[src/rtl/usb4_os_detector_if.sv]
// Receive-side bus of the ordered-set detector: per-lane words in, per-lane and
// combined detection status out.
interface usb4_os_detector_if #(
  parameter int unsigned NUM_LANES = 2,
  parameter int unsigned DATA_W    = 8,
  parameter int unsigned CNT_W     = 2
);
  logic [NUM_LANES-1:0]        rx_valid;
  logic [NUM_LANES*DATA_W-1:0] rx_data;
  logic [NUM_LANES-1:0]        lane_det;
  logic [NUM_LANES*CNT_W-1:0]  lane_cnt;
  logic                        det;

  modport master (output rx_valid, rx_data, input lane_det, lane_cnt, det);
  modport slave  (input rx_valid, rx_data, output lane_det, lane_cnt, det);
endinterface

[src/rtl/usb4_os_detector.sv]
// Per-lane ordered-set detector: counts back-to-back matches of a programmable
// ordered set per lane, combines lanes (AND/OR) and flags a sticky timeout.
module usb4_os_detector #(
  parameter int unsigned NUM_LANES   = 2,
  parameter int unsigned DATA_W      = 8,
  parameter int unsigned OS_WORDS    = 4,
  parameter int unsigned REQ_COUNT   = 2,
  parameter int unsigned TIMEOUT_CYC = 1024,
  parameter int unsigned CNT_W       = $clog2(REQ_COUNT + 1)
) (
  input  logic                         clk,
  input  logic                         rst,
  input  logic                         en,
  input  logic                         all_lanes,
  input  logic [OS_WORDS*DATA_W-1:0]   os_pattern,
  usb4_os_detector_if.slave            bus,
  output logic                         timeout
);

  localparam int unsigned IDX_W = (OS_WORDS > 1) ? $clog2(OS_WORDS) : 1;
  localparam int unsigned TO_W  = $clog2(TIMEOUT_CYC + 1);

  typedef enum logic {HUNT, COLLECT} state_t;

  state_t             state_q [NUM_LANES];
  state_t             state_d [NUM_LANES];
  logic [IDX_W-1:0]   idx_q   [NUM_LANES];
  logic [IDX_W-1:0]   idx_d   [NUM_LANES];
  logic [CNT_W-1:0]   cnt_q   [NUM_LANES];
  logic [CNT_W-1:0]   cnt_d   [NUM_LANES];
  logic [NUM_LANES-1:0] det_q;
  logic [NUM_LANES-1:0] det_d;
  logic [DATA_W-1:0]  pat     [OS_WORDS];
  logic [DATA_W-1:0]  word    [NUM_LANES];
  logic [TO_W-1:0]    to_cnt;

  function automatic logic [CNT_W-1:0] sat_inc(input logic [CNT_W-1:0] c);
    return (c == CNT_W'(REQ_COUNT)) ? c : c + CNT_W'(1);
  endfunction

  always_comb begin
    for (int unsigned k = 0; k < OS_WORDS; k++) pat[k] = os_pattern[k*DATA_W +: DATA_W];
    for (int unsigned i = 0; i < NUM_LANES; i++) word[i] = bus.rx_data[i*DATA_W +: DATA_W];
  end

  always_comb begin
    for (int unsigned i = 0; i < NUM_LANES; i++) begin
      state_d[i] = state_q[i];
      idx_d[i]   = idx_q[i];
      cnt_d[i]   = cnt_q[i];
      if (bus.rx_valid[i]) begin
        unique case (state_q[i])
          HUNT: begin
            if (word[i] == pat[0]) begin
              if (OS_WORDS == 1) begin
                cnt_d[i] = sat_inc(cnt_q[i]);
              end else begin
                state_d[i] = COLLECT;
                idx_d[i]   = IDX_W'(1);
              end
            end else begin
              cnt_d[i] = '0;
            end
          end
          COLLECT: begin
            if (word[i] == pat[idx_q[i]]) begin
              if (idx_q[i] == IDX_W'(OS_WORDS - 1)) begin
                cnt_d[i]   = sat_inc(cnt_q[i]);
                state_d[i] = HUNT;
                idx_d[i]   = '0;
              end else begin
                idx_d[i] = idx_q[i] + IDX_W'(1);
              end
            end else begin
              // a broken set still may start a new one on this very word
              cnt_d[i] = '0;
              if (word[i] == pat[0]) begin
                idx_d[i] = IDX_W'(1);
              end else begin
                state_d[i] = HUNT;
                idx_d[i]   = '0;
              end
            end
          end
          default: ;
        endcase
      end
      det_d[i] = (cnt_d[i] == CNT_W'(REQ_COUNT));
    end
  end

  always_ff @(posedge clk) begin
    if (!rst || !en) begin
      for (int unsigned i = 0; i < NUM_LANES; i++) begin
        state_q[i] <= HUNT;
        idx_q[i]   <= '0;
        cnt_q[i]   <= '0;
      end
      det_q <= '0;
    end else begin
      for (int unsigned i = 0; i < NUM_LANES; i++) begin
        state_q[i] <= state_d[i];
        idx_q[i]   <= idx_d[i];
        cnt_q[i]   <= cnt_d[i];
      end
      det_q <= det_d;
    end
  end

  // counter freezes once detected or expired; det rising on the expiry edge
  // does not suppress the flag since det is the pre-edge value
  always_ff @(posedge clk) begin
    if (!rst || !en) begin
      to_cnt  <= '0;
      timeout <= 1'b0;
    end else if (!bus.det && !timeout) begin
      to_cnt <= to_cnt + TO_W'(1);
      if (to_cnt == TO_W'(TIMEOUT_CYC - 1)) timeout <= 1'b1;
    end
  end

  always_comb begin
    bus.lane_cnt = '0;
    for (int unsigned i = 0; i < NUM_LANES; i++) bus.lane_cnt[i*CNT_W +: CNT_W] = cnt_q[i];
  end

  assign bus.lane_det = det_q;
  assign bus.det      = all_lanes ? &det_q : |det_q;

endmodule

[src/flat_wrapper.sv]
// flat-port wrapper written by rule: the top's interface ports become plain ports
module usb4_os_detector_flat 
#(
  parameter int unsigned NUM_LANES   = 2,
  parameter int unsigned DATA_W      = 8,
  parameter int unsigned OS_WORDS    = 4,
  parameter int unsigned REQ_COUNT   = 2,
  parameter int unsigned TIMEOUT_CYC = 1024,
  parameter int unsigned CNT_W       = $clog2(REQ_COUNT + 1)
)
  (clk, rst, en, all_lanes, os_pattern, timeout, bus_rx_valid, bus_rx_data, bus_lane_det, bus_lane_cnt, bus_det);
  usb4_os_detector_if #(.NUM_LANES(NUM_LANES), .DATA_W(DATA_W), .CNT_W(CNT_W)) bus_i ();
  input  logic clk;
  input  logic rst;
  input  logic en;
  input  logic all_lanes;
  input  logic [OS_WORDS*DATA_W-1:0] os_pattern;
  output logic timeout;
  input wire logic [$bits(bus_i.rx_valid)-1:0] bus_rx_valid;
  input wire logic [$bits(bus_i.rx_data)-1:0] bus_rx_data;
  output wire logic [$bits(bus_i.lane_det)-1:0] bus_lane_det;
  output wire logic [$bits(bus_i.lane_cnt)-1:0] bus_lane_cnt;
  output wire logic [$bits(bus_i.det)-1:0] bus_det;
  assign bus_i.rx_valid = bus_rx_valid;
  assign bus_i.rx_data = bus_rx_data;
  assign bus_lane_det = bus_i.lane_det;
  assign bus_lane_cnt = bus_i.lane_cnt;
  assign bus_det = bus_i.det;
  usb4_os_detector #(.NUM_LANES(NUM_LANES), .DATA_W(DATA_W), .OS_WORDS(OS_WORDS), .REQ_COUNT(REQ_COUNT), .TIMEOUT_CYC(TIMEOUT_CYC), .CNT_W(CNT_W)) u_core (.clk(clk), .rst(rst), .en(en), .all_lanes(all_lanes), .os_pattern(os_pattern), .bus(bus_i), .timeout(timeout));
endmodule
[config.mk]
export PLATFORM = sky130hd
export DESIGN_NAME = usb4_os_detector_flat
export DESIGN_NICKNAME = d
export VERILOG_FILES = /design/src/rtl/usb4_os_detector_if.sv /design/src/rtl/usb4_os_detector.sv /design/src/flat_wrapper.sv
export SDC_FILE = /design/constraint.sdc
export NUM_CORES = 1
export LEC_CHECK = 0
export CORE_MARGIN = 1
export CORE_UTILIZATION = 38
export CTS_CLUSTER_DIAMETER = 100
export DETAILED_ROUTE_END_ITERATION = 6
export PLACE_DENSITY = 0.67
export SLEW_MARGIN = 10
export SYNTH_ARGS = -nofsm -noshare
export SYNTH_HDL_FRONTEND = slang
export SYNTH_SLANG_ARGS = --single-unit
export TNS_END_PERCENT = 10
[constraint.sdc]
create_clock -name clk -period 3.2 [get_ports clk]
set_input_delay 0.48 -clock clk [delete_from_list [all_inputs] [get_ports clk]]
set_output_delay 0.48 -clock clk [all_outputs]
set_load 0.1 [all_outputs]
==> run_results.csv, run 1 <==
group,metric,value,unit
setup_path,end_kind,"flop",
sta,fin_setup_tns,0,ns
pwr,ir_drop,0.146,mV
logic_synthesis,syn_nets,275,
clock_tree,numCtsBuffers,3,
placement,gp_congestion,0.832,
drt,wl_met3,208,um
setup_path,critPathBufInv,0,
setup_path,worst_setup_path_start_kind,"flop",
pwr,pwr_density_cell,246,nW/um2
clock_tree,cts_sinks,24,
sta,drv_slew,0,
clock_tree,clk_latency,0.26,ns
sta,slew_headroom,57.3,%
clock_tree,ctsResizeCount,0,
setup_path,critical_path.top_delay_family,"simple AND/OR/NAND/NOR gates",
logic_synthesis,netlist.area_leader.share,23.7,%
clock_tree,h-tree-depth,1,
drt,vias,1893,
clock_tree,hold_buffers,0,
floorplanning,die-height,75.1,um
setup_path,max_stage_delay,0.74,ns
pwr,leakage,0.000907,uW
run_status,status,"complete, no violations",
clock_tree,clk_pin_slew,0.08,ns
logic_synthesis,ys_async_sr_fraction,0,%
setup_path,critPathArrivalTime,3.07,ns
logic_synthesis,avgSynthCellArea,9.39,um2
logic_synthesis,synth_commonest_cells,"27 x xnor2_1, 24 x dfxtp_1, 20 x nor2_1",
final_layout,finalNetCount,338,
sta,rsz0062_at_grt,"false",
clock_tree,post_cts_buffers,0,
grt,gr-total-overflow,0,
logic_synthesis,synth_seq_cells,24,
grt,grt_pass1_wl,8440,um
floorplanning,fp-row-count,26,
sta,worst_slew_pin_slew,0.640,ns
grt,antenna_found_initial,0,
logic_synthesis,ys_warn_count,0,
logic_synthesis,ys_seq_area_share,23.7,%
grt,grt_max_degree,18,
sta,fin_crit,2.88,ns
floorplanning,design.die.area,5630,um2
setup_path,path_max_fanout,12,
pwr,power_frac_comb,25.5,%
drt,wirelength,4990,um
job,maxCapViolCount,0,
drt,firstDrtPassIters,4,
final_layout,regArea,480,um2
drt,wl_per_cell,14.3,um
floorplanning,ios,62,
drt,ant_nets,0,
hold_path,hp-class,"flop to flop",
sta,clock-skew-final,0.00343,ns
pwr,swShare,24.2,%
floorplanning,core_area,5110,um2
clock_tree,clockBufferDepth,2,
final_layout,num_antenna_cells,0,
final_layout,num-fill-cells,477,
logic_synthesis,synth_edf_count,0,
sta,fin_crit_sh,89.9,%
drt,met2WireLength,2410,um
setup_path,critPathRequiredTime,3.39,ns
final_layout,final_layout_size_suffix_gt1_share,12.2,%
drt,wl_met1,2340,um
clock_tree,root_buffer,"clkbuf_8",
floorplanning,die_w,75.1,um
pwr,switching_power,164,uW
logic_synthesis,syn_inst,216,
logic_synthesis,yosys.area.top_type,"dfxtp_1",
clock_tree,cts_tree,"yes",
final_layout,syn2layout_area_growth,35.9,%
setup_path,path_class,"flop to flop",
floorplanning,start_util,39.7,%
pwr,p_int,514,uW
setup_path,crit_chain,"mux4_1, xor2_1, or4_4, or4b_1, a31oi_1",
sta,final_hold_viol_count,0,
pwr,seq_power_share,44.4,%
sta,finalSetupViolations,0,
drt,top_layer_used,"met4",
logic_synthesis,ys.flop_type,"dfxtp_1",
drt,drtIter0Drc,108,
drt,vias_per_cell,5.44,
placement,dp_hpwl,4220,um
setup_path,slowest_stage,"dfxtp_1",
drt,drc,0,
logic_synthesis,synth.most_common_cell,"xnor2_1",
sta,fmax,348,MHz
pwr,clkPwrFrac,30.1,%
logic_synthesis,yosys-top-cells-area,"dfxtp_1 24%, mux4_2 13%, xnor2_1 12%",
sta,hold_slack,0.490,ns
final_layout,utilization,54.0,%
logic_synthesis,yosysUniqueCellTypes,45,
grt,grt_util_all_layers,19.6,%
final_layout,multi_input_area,1490,um2
placement,port_buffers,61,
grt,grt_pass1_vias,1796,
logic_synthesis,netlist_area,2030,um2
final timing paths:
kind / startpoint / endpoint / slack [ns] / cells past startpoint
max: u_core.idx_q[0][2] / u_core.state_q[0][1] / 0.32 / 5
min: u_core.to_cnt[6] / u_core.to_cnt[6] / 0.49 / 2
max reg2reg: u_core.idx_q[0][2] / u_core.state_q[0][1] / 0.32 / 5
min reg2reg: u_core.to_cnt[6] / u_core.to_cnt[6] / 0.49 / 2
sequential cells by signal, summed over array words and instances, names as in the netlist:
| signal | count |
|---|---|
| u_core.cnt_q | 4 |
| u_core.state_q | 2 |
| u_core.timeout | 1 |
| u_core.idx_q | 4 |
| u_core.to_cnt | 11 |
| u_core.bus.lane_det | 2 |
through the flow:
stage	setup WS [ns]	power [uW]	instances	area (um2)
after floorplan	0.173	382	216	2030
after global placement	0.242	480	344	2700
after detailed placement	0.197	482	344	2700
after CTS	0.305	684	348	2760
after global routing	0.176	707	348	2760
final	0.324	678	348	2760
worst register-to-register path, delay by kind of cell, from the launching register on:
family          cells  cell delay, ns
simple gates        2            1.07
flops               1            0.74
mux                 1            0.67
xor+xnor            1            0.18
compound gates      1            0.16
layout make-up:
type	instances	area share, %
Clock buffer	4	2.00
Timing Repair Buffer	65	22.5
Multi-Input combinational cell	178	53.9
Tap cell	70	3.18
Inverter	7	0.953
Sequential cell	24	17.4
power by group through the flow:
stage | sequential [uW] | clock (uW) | combinational, uW
floorplan | 308 | 0 | 74.7
global placement | 308 | 0 | 172
detailed placement | 308 | 0 | 174
CTS | 301 | 209 | 174
global route | 301 | 218 | 188
finish | 301 | 204 | 173
placed cells by master (no fill, tap or decap), drive strengths merged, types with 2 or more instances in the layout:
master         count
a21boi             2
a21oi              5
a31oi              3
and2               3
buf               12
clkbuf             4
clkdlybuf4s50     53
dfxtp             24
ha                 5
inv                7
mux2i              3
mux4              16
nand2             11
nand3              9
nand4             12
nor2              20
nor2b              3
nor3               3
nor4               6
o2111ai            3
o211ai             2
o21a               3
o21ai              6
o31ai              4
or3                3
or4                3
or4b               3
xnor2             27
xor2              12
kinds of logic after synthesis:
logic type / count (synthesis) / share of synthesized area [%]
AND/OR/NAND/NOR: 80 / 21.4
XOR/XNOR: 39 / 16.8
AO/OA/AOI/OAI: 35 / 12.0
flip-flops: 24 / 23.7
multiplexers: 19 / 20.0
buffers and inverters: 14 / 3.02
adder cells (fa/ha/maj): 5 / 3.08
layer usage:
layer  GRT usage, %  vias to the layer above
met5              0                        -
met4           4.82                        0
met3           2.14                        2
met2           33.8                       50
met1           26.1                      895
li1               -                      946
(Power assumes the default switching activity.)
==> run 2: changes to the inputs <==
--- a/config.mk
+++ b/config.mk
@@ -5,7 +5,7 @@
 export SDC_FILE = /design/constraint.sdc
 export NUM_CORES = 1
 export LEC_CHECK = 0
-export CORE_MARGIN = 1
+export CORE_MARGIN = 5
 export CORE_UTILIZATION = 38
 export CTS_CLUSTER_DIAMETER = 100
 export DETAILED_ROUTE_END_ITERATION = 6
==> run_results.csv, run 2 (synthesized netlist as in run 1, its figures left out) <==
group,metric,value,unit
pwr,power_frac_comb,25.3,%
placement,port_buffers,61,
clock_tree,root_buffer,"clkbuf_8",
floorplanning,start_util,39.5,%
floorplanning,fp-row-count,26,
grt,antenna_found_initial,0,
placement,gp_congestion,0.851,
pwr,leakage,0.000907,uW
setup_path,worst_setup_path_start_kind,"flop",
drt,firstDrtPassIters,4,
grt,grt_use_met2,26.4,%
clock_tree,ctsResizeCount,0,
drt,vias_per_cell,5.52,
final_layout,num_antenna_cells,0,
grt,busiest_layer,"met2",
pwr,ir_drop,0.142,mV
setup_path,path_class,"flop to flop",
sta,drv_slew,0,
drt,ant_nets,0,
drt,wirelength,5230,um
sta,rsz0062_at_grt,"false",
clock_tree,cts_sinks,24,
sta,fmax,355,MHz
grt,grt_max_degree,18,
setup_path,end_kind,"flop",
sta,worst_slew_pin_slew,0.739,ns
placement,dp_hpwl,4320,um
sta,final_hold_viol_count,0,
grt,grt_util_all_layers,15.2,%
clock_tree,h-tree-depth,1,
run_status,status,"complete, no violations",
sta,fin_setup_tns,0,ns
setup_path,critPathArrivalTime,3.01,ns
placement,dp_slack,0.223,ns
final_layout,final_cell_mix,"53 x clkdlybuf4s50_1, 27 x xnor2_1, 24 x dfxtp_1",
drt,drtIter0Drc,51,
pwr,switching_power,164,uW
final_layout,largestRegisters,"u_core.to_cnt: 11 flops, u_core.cnt_q: 4 flops, u_core.idx_q: 4 flops",
grt,grt_pass1_wl,8920,um
sta,fin_crit_sh,87.9,%
job,maxCapViolCount,0,
pwr,clkPwrFrac,30.3,%
clock_tree,hold_buffers,0,
clock_tree,clk_pin_slew,0.08,ns
drt,vias,1921,
floorplanning,design.die.area,6900,um2
final_layout,final_layout_size_suffix_gt1_share,12.2,%
final_layout,syn2layout_area_growth,35.9,%
sta,clock-skew-final,0.00826,ns
pwr,p_total,678,uW
pwr,p_int,514,uW
final_layout,num-fill-cells,484,
sta,slew_headroom,50.7,%
drt,wl_per_cell,15.0,um
setup_path,critPathRequiredTime,3.39,ns
sta,finalSetupViolations,0,
grt,gr-total-overflow,0,
pwr,swShare,24.2,%
clock_tree,clockBufferDepth,2,
drt,drc,0,
floorplanning,die-height,83.1,um
grt,met3_usage,2.57,%
clock_tree,post_cts_buffers,0,
sta,fin_crit,2.81,ns
final_layout,largest_reg_flops,11,
final_layout,layout_commonest_cell,"clkdlybuf4s50_1",
grt,met1_usage,19.5,%
sta,fin_ws,0.386,ns
final_layout,largest_register,"u_core.to_cnt",
clock_tree,cts_tree,"yes",
setup_path,path_max_fanout,9,
floorplanning,core_area,5140,um2
floorplanning,die_w,83.1,um
hold_path,hp-class,"flop to flop",
clock_tree,clk_latency,0.27,ns
floorplanning,ios,62,
grt,grt_pass1_vias,1950,
pwr,seq_power_share,44.4,%
final_layout,finalNetCount,338,
clock_tree,numCtsBuffers,3,
pwr,pwr_density_cell,246,nW/um2
## run 2: cell counts in the layout (fill, tap and decap cells not counted)
Identical to the previous run, type by type.
## run 2: layout make-up
class / instances / area (um2) / share of cell area, %
flip-flops and latches: 24 / 480 / 17.4
clock buffers: 4 / 55.1 / 2.00
inverters: 7 / 26.3 / 0.953
repair buffers: 65 / 621 / 22.5
well taps: 70 / 87.6 / 3.18
multi-input cells: 178 / 1490 / 53.9
## run 2: power groups by stage
stage          sequential, uW  clock, uW  combinational [uW]
2_1_floorplan             308          0                74.7
3_3_place_gp              308          0                 170
3_5_place_dp              308          0                 173
4_1_cts                   301        211                 173
5_1_grt                   301        224                 187
6_report                  301        205                 171
## run 2: worst paths after layout
kind                      start              endpoint  slack (ns)  cells after the start
min            u_core.to_cnt[6]      u_core.to_cnt[6]        0.49                      2
max reg2reg  u_core.idx_q[0][2]  u_core.state_q[0][1]        0.39                      5
min reg2reg    u_core.to_cnt[6]      u_core.to_cnt[6]        0.49                      2
max          u_core.idx_q[0][2]  u_core.state_q[0][1]        0.39                      5
## run 2: layer usage
layer / part of all wire (%) / vias to the layer above / wire length [um]
li1: - / 952 / -
met4: 0.69 / 0 / 36
met3: 4.9 / 4 / 255
met1: 45 / 918 / 2340
met5: 0 / - / 0
met2: 50 / 47 / 2600
## run 2: worst max-delay path, stage by stage (launching register included)
cell and delay (ns):
dfxtp_1 0.70, mux4_1 0.64, xor2_1 0.17, or4_4 0.55, or4b_1 0.51, a31oi_1 0.16
## run 2: per-stage QoR
stage / cells / area, um2 / utilization, % / hold WS (ns)
global placement: 344 / 2700 / 52.6 / 0.462
global route: 348 / 2760 / 53.6 / 0.528
floorplan: 216 / 2030 / - / 0.454
CTS: 348 / 2760 / 53.6 / 0.489
detailed placement: 344 / 2700 / 52.6 / 0.478
finish: 348 / 2760 / 53.6 / 0.490
==> run 3: changes to the inputs <==
--- a/config.mk
+++ b/config.mk
@@ -6,10 +6,10 @@
 export NUM_CORES = 1
 export LEC_CHECK = 0
 export CORE_MARGIN = 5
-export CORE_UTILIZATION = 38
+export CORE_UTILIZATION = 47
 export CTS_CLUSTER_DIAMETER = 100
 export DETAILED_ROUTE_END_ITERATION = 6
-export PLACE_DENSITY = 0.67
+export PLACE_DENSITY = 0.8
 export SLEW_MARGIN = 10
 export SYNTH_ARGS = -nofsm -noshare
 export SYNTH_HDL_FRONTEND = slang
==> run_results.csv, run 3 (synthesized netlist as in run 1, its figures left out) <==
group,metric,value,unit
setup_path,path_max_fanout,12,
sta,final_hold_viol_count,0,
setup_path,r2r-start,"u_core.idx_q[0][2]",
drt,wirelength,5030,um
final_layout,largestRegisters,"u_core.to_cnt: 11 flops, u_core.cnt_q: 4 flops, u_core.idx_q: 4 flops",
floorplanning,fp-row-count,23,
clock_tree,ctsResizeCount,0,
floorplanning,die-height,75.7,um
sta,fin_crit,2.83,ns
drt,firstDrtPassIters,5,
floorplanning,design.die.area,5730,um2
run_status,status,"complete, no violations",
final_layout,largest_register,"u_core.to_cnt",
placement,dp_hpwl,4230,um
clock_tree,hold_buffers,0,
setup_path,critPathRequiredTime,3.39,ns
hold_path,hold_depth,2,
grt,grt_pass1_vias,1852,
sta,finalSetupViolations,0,
placement,port_buffers,61,
setup_path,crit_chain,"mux4_1, xor2_1, or4_4, or4b_1, a31oi_1",
sta,fmax,353,MHz
clock_tree,cts_sinks,24,
final_layout,syn2layout_area_growth,34.7,%
placement,dp_slack,0.269,ns
final_layout,largest_reg_flops,11,
pwr,ir_drop,0.188,mV
sta,fin_crit_sh,88.5,%
clock_tree,h-tree-depth,1,
setup_path,worst_setup_path_start_kind,"flop",
job,maxCapViolCount,0,
drt,wl_per_cell,15.3,um
setup_path,path_class,"flop to flop",
hold_path,hp-class,"flop to flop",
floorplanning,die_w,75.7,um
sta,fin_setup_tns,0,ns
final_layout,finalNetCount,338,
floorplanning,ios,62,
sta,fin_ws,0.369,ns
grt,grt_pass1_wl,8230,um
floorplanning,core_area,4090,um2
clock_tree,post_cts_buffers,0,
placement,gp_congestion,0.851,
pwr,pwr_density_cell,246,nW/um2
clock_tree,root_buffer,"clkbuf_8",
drt,drtIter0Drc,61,
setup_path,critPathLaunch,"u_core.idx_q[0][2]",
hold_path,hp-start,"u_core.cnt_q[0][2]",
sta,slew_headroom,54.8,%
drt,drc,0,
final_layout,final_cell_mix,"53 x clkdlybuf4s50_1, 27 x xnor2_1, 24 x dfxtp_1",
clock_tree,clk_latency,0.26,ns
pwr,leakage,0.000906,uW
final_layout,num-fill-cells,329,
setup_path,end_kind,"flop",
setup_path,reg2regPathDepth,5,
final_layout,layout_commonest_cell,"clkdlybuf4s50_1",
grt,antenna_found_initial,0,
sta,rsz0062_at_grt,"false",
clock_tree,cts_tree,"yes",
grt,grt_util_all_layers,18.5,%
sta,clock-skew-final,0.00146,ns
sta,worst_slew_pin_slew,0.677,ns
clock_tree,clk_pin_slew,0.08,ns
setup_path,critPathArrivalTime,3.02,ns
grt,grt_max_degree,19,
final_layout,final_layout_size_suffix_gt1_share,12.2,%
sta,hold_slack,0.493,ns
clock_tree,numCtsBuffers,3,
drt,ant_nets,0,
setup_path,slowest_stage,"dfxtp_1",
drt,vias_per_cell,5.75,
clock_tree,clockBufferDepth,2,
grt,gr-total-overflow,0,
floorplanning,start_util,49.6,%
pwr,p_total,672,uW
final_layout,num_antenna_cells,0,
sta,drv_slew,0,
setup_path,max_stage_delay,0.70,ns
drt,vias,1887,
run 3: cell counts in the layout (fill, tap and decap cells not counted):
Identical to the previous run, type by type.
run 3: final timing paths:
kind | to | slack, ns
setup / recovery | u_core.state_q[0][1] | 0.37
hold / removal | u_core.cnt_q[0][2] | 0.49
setup reg to reg | u_core.state_q[0][1] | 0.37
hold reg to reg | u_core.cnt_q[0][2] | 0.49
run 3: final cells by class:
type | count | area [um2] | area share (%)
multi-input cells | 178 | 1490 | 54.4
repair buffers | 65 | 621 | 22.7
flip-flops and latches | 24 | 480 | 17.6
well taps | 50 | 62.6 | 2.29
clock buffers | 4 | 55.1 | 2.02
inverters | 7 | 26.3 | 0.962
run 3: routing by layer:
layer  vias up  global-route usage, %  wire (um)
met5         -                      0          0
met4         0                   3.69         61
met3         4                   3.17        245
met2        44                   33.1       2530
met1       889                   23.6       2190
li1        950                      -          -
run 3: stage by stage:
stage                     cell area (um2)  instances  util [%]
after floorplan                      2030        216         -
after global placement               2680        324      65.5
after detailed placement             2680        324      65.5
after CTS                            2730        328      66.8
after global routing                 2730        328      66.8
final                                2730        328      66.8
run 3: where the power goes:
group | switching, uW | internal [uW] | leakage (uW)
sequential | 1.34 | 300 | 0.000194
clock | 88.6 | 110 | 0.0000288
combinational | 67.7 | 105 | 0.000684
total | 158 | 514 | 0.000906
run 3: worst max-delay path, delay by kind of cell (launching register included):
kind,cells,cell delay [ns]
and+or+nand+nor,2,1.07
DFF,1,0.70
muxes,1,0.65
xor gates and xnor gates,1,0.18
AOI/OAI and AO/OA,1,0.16
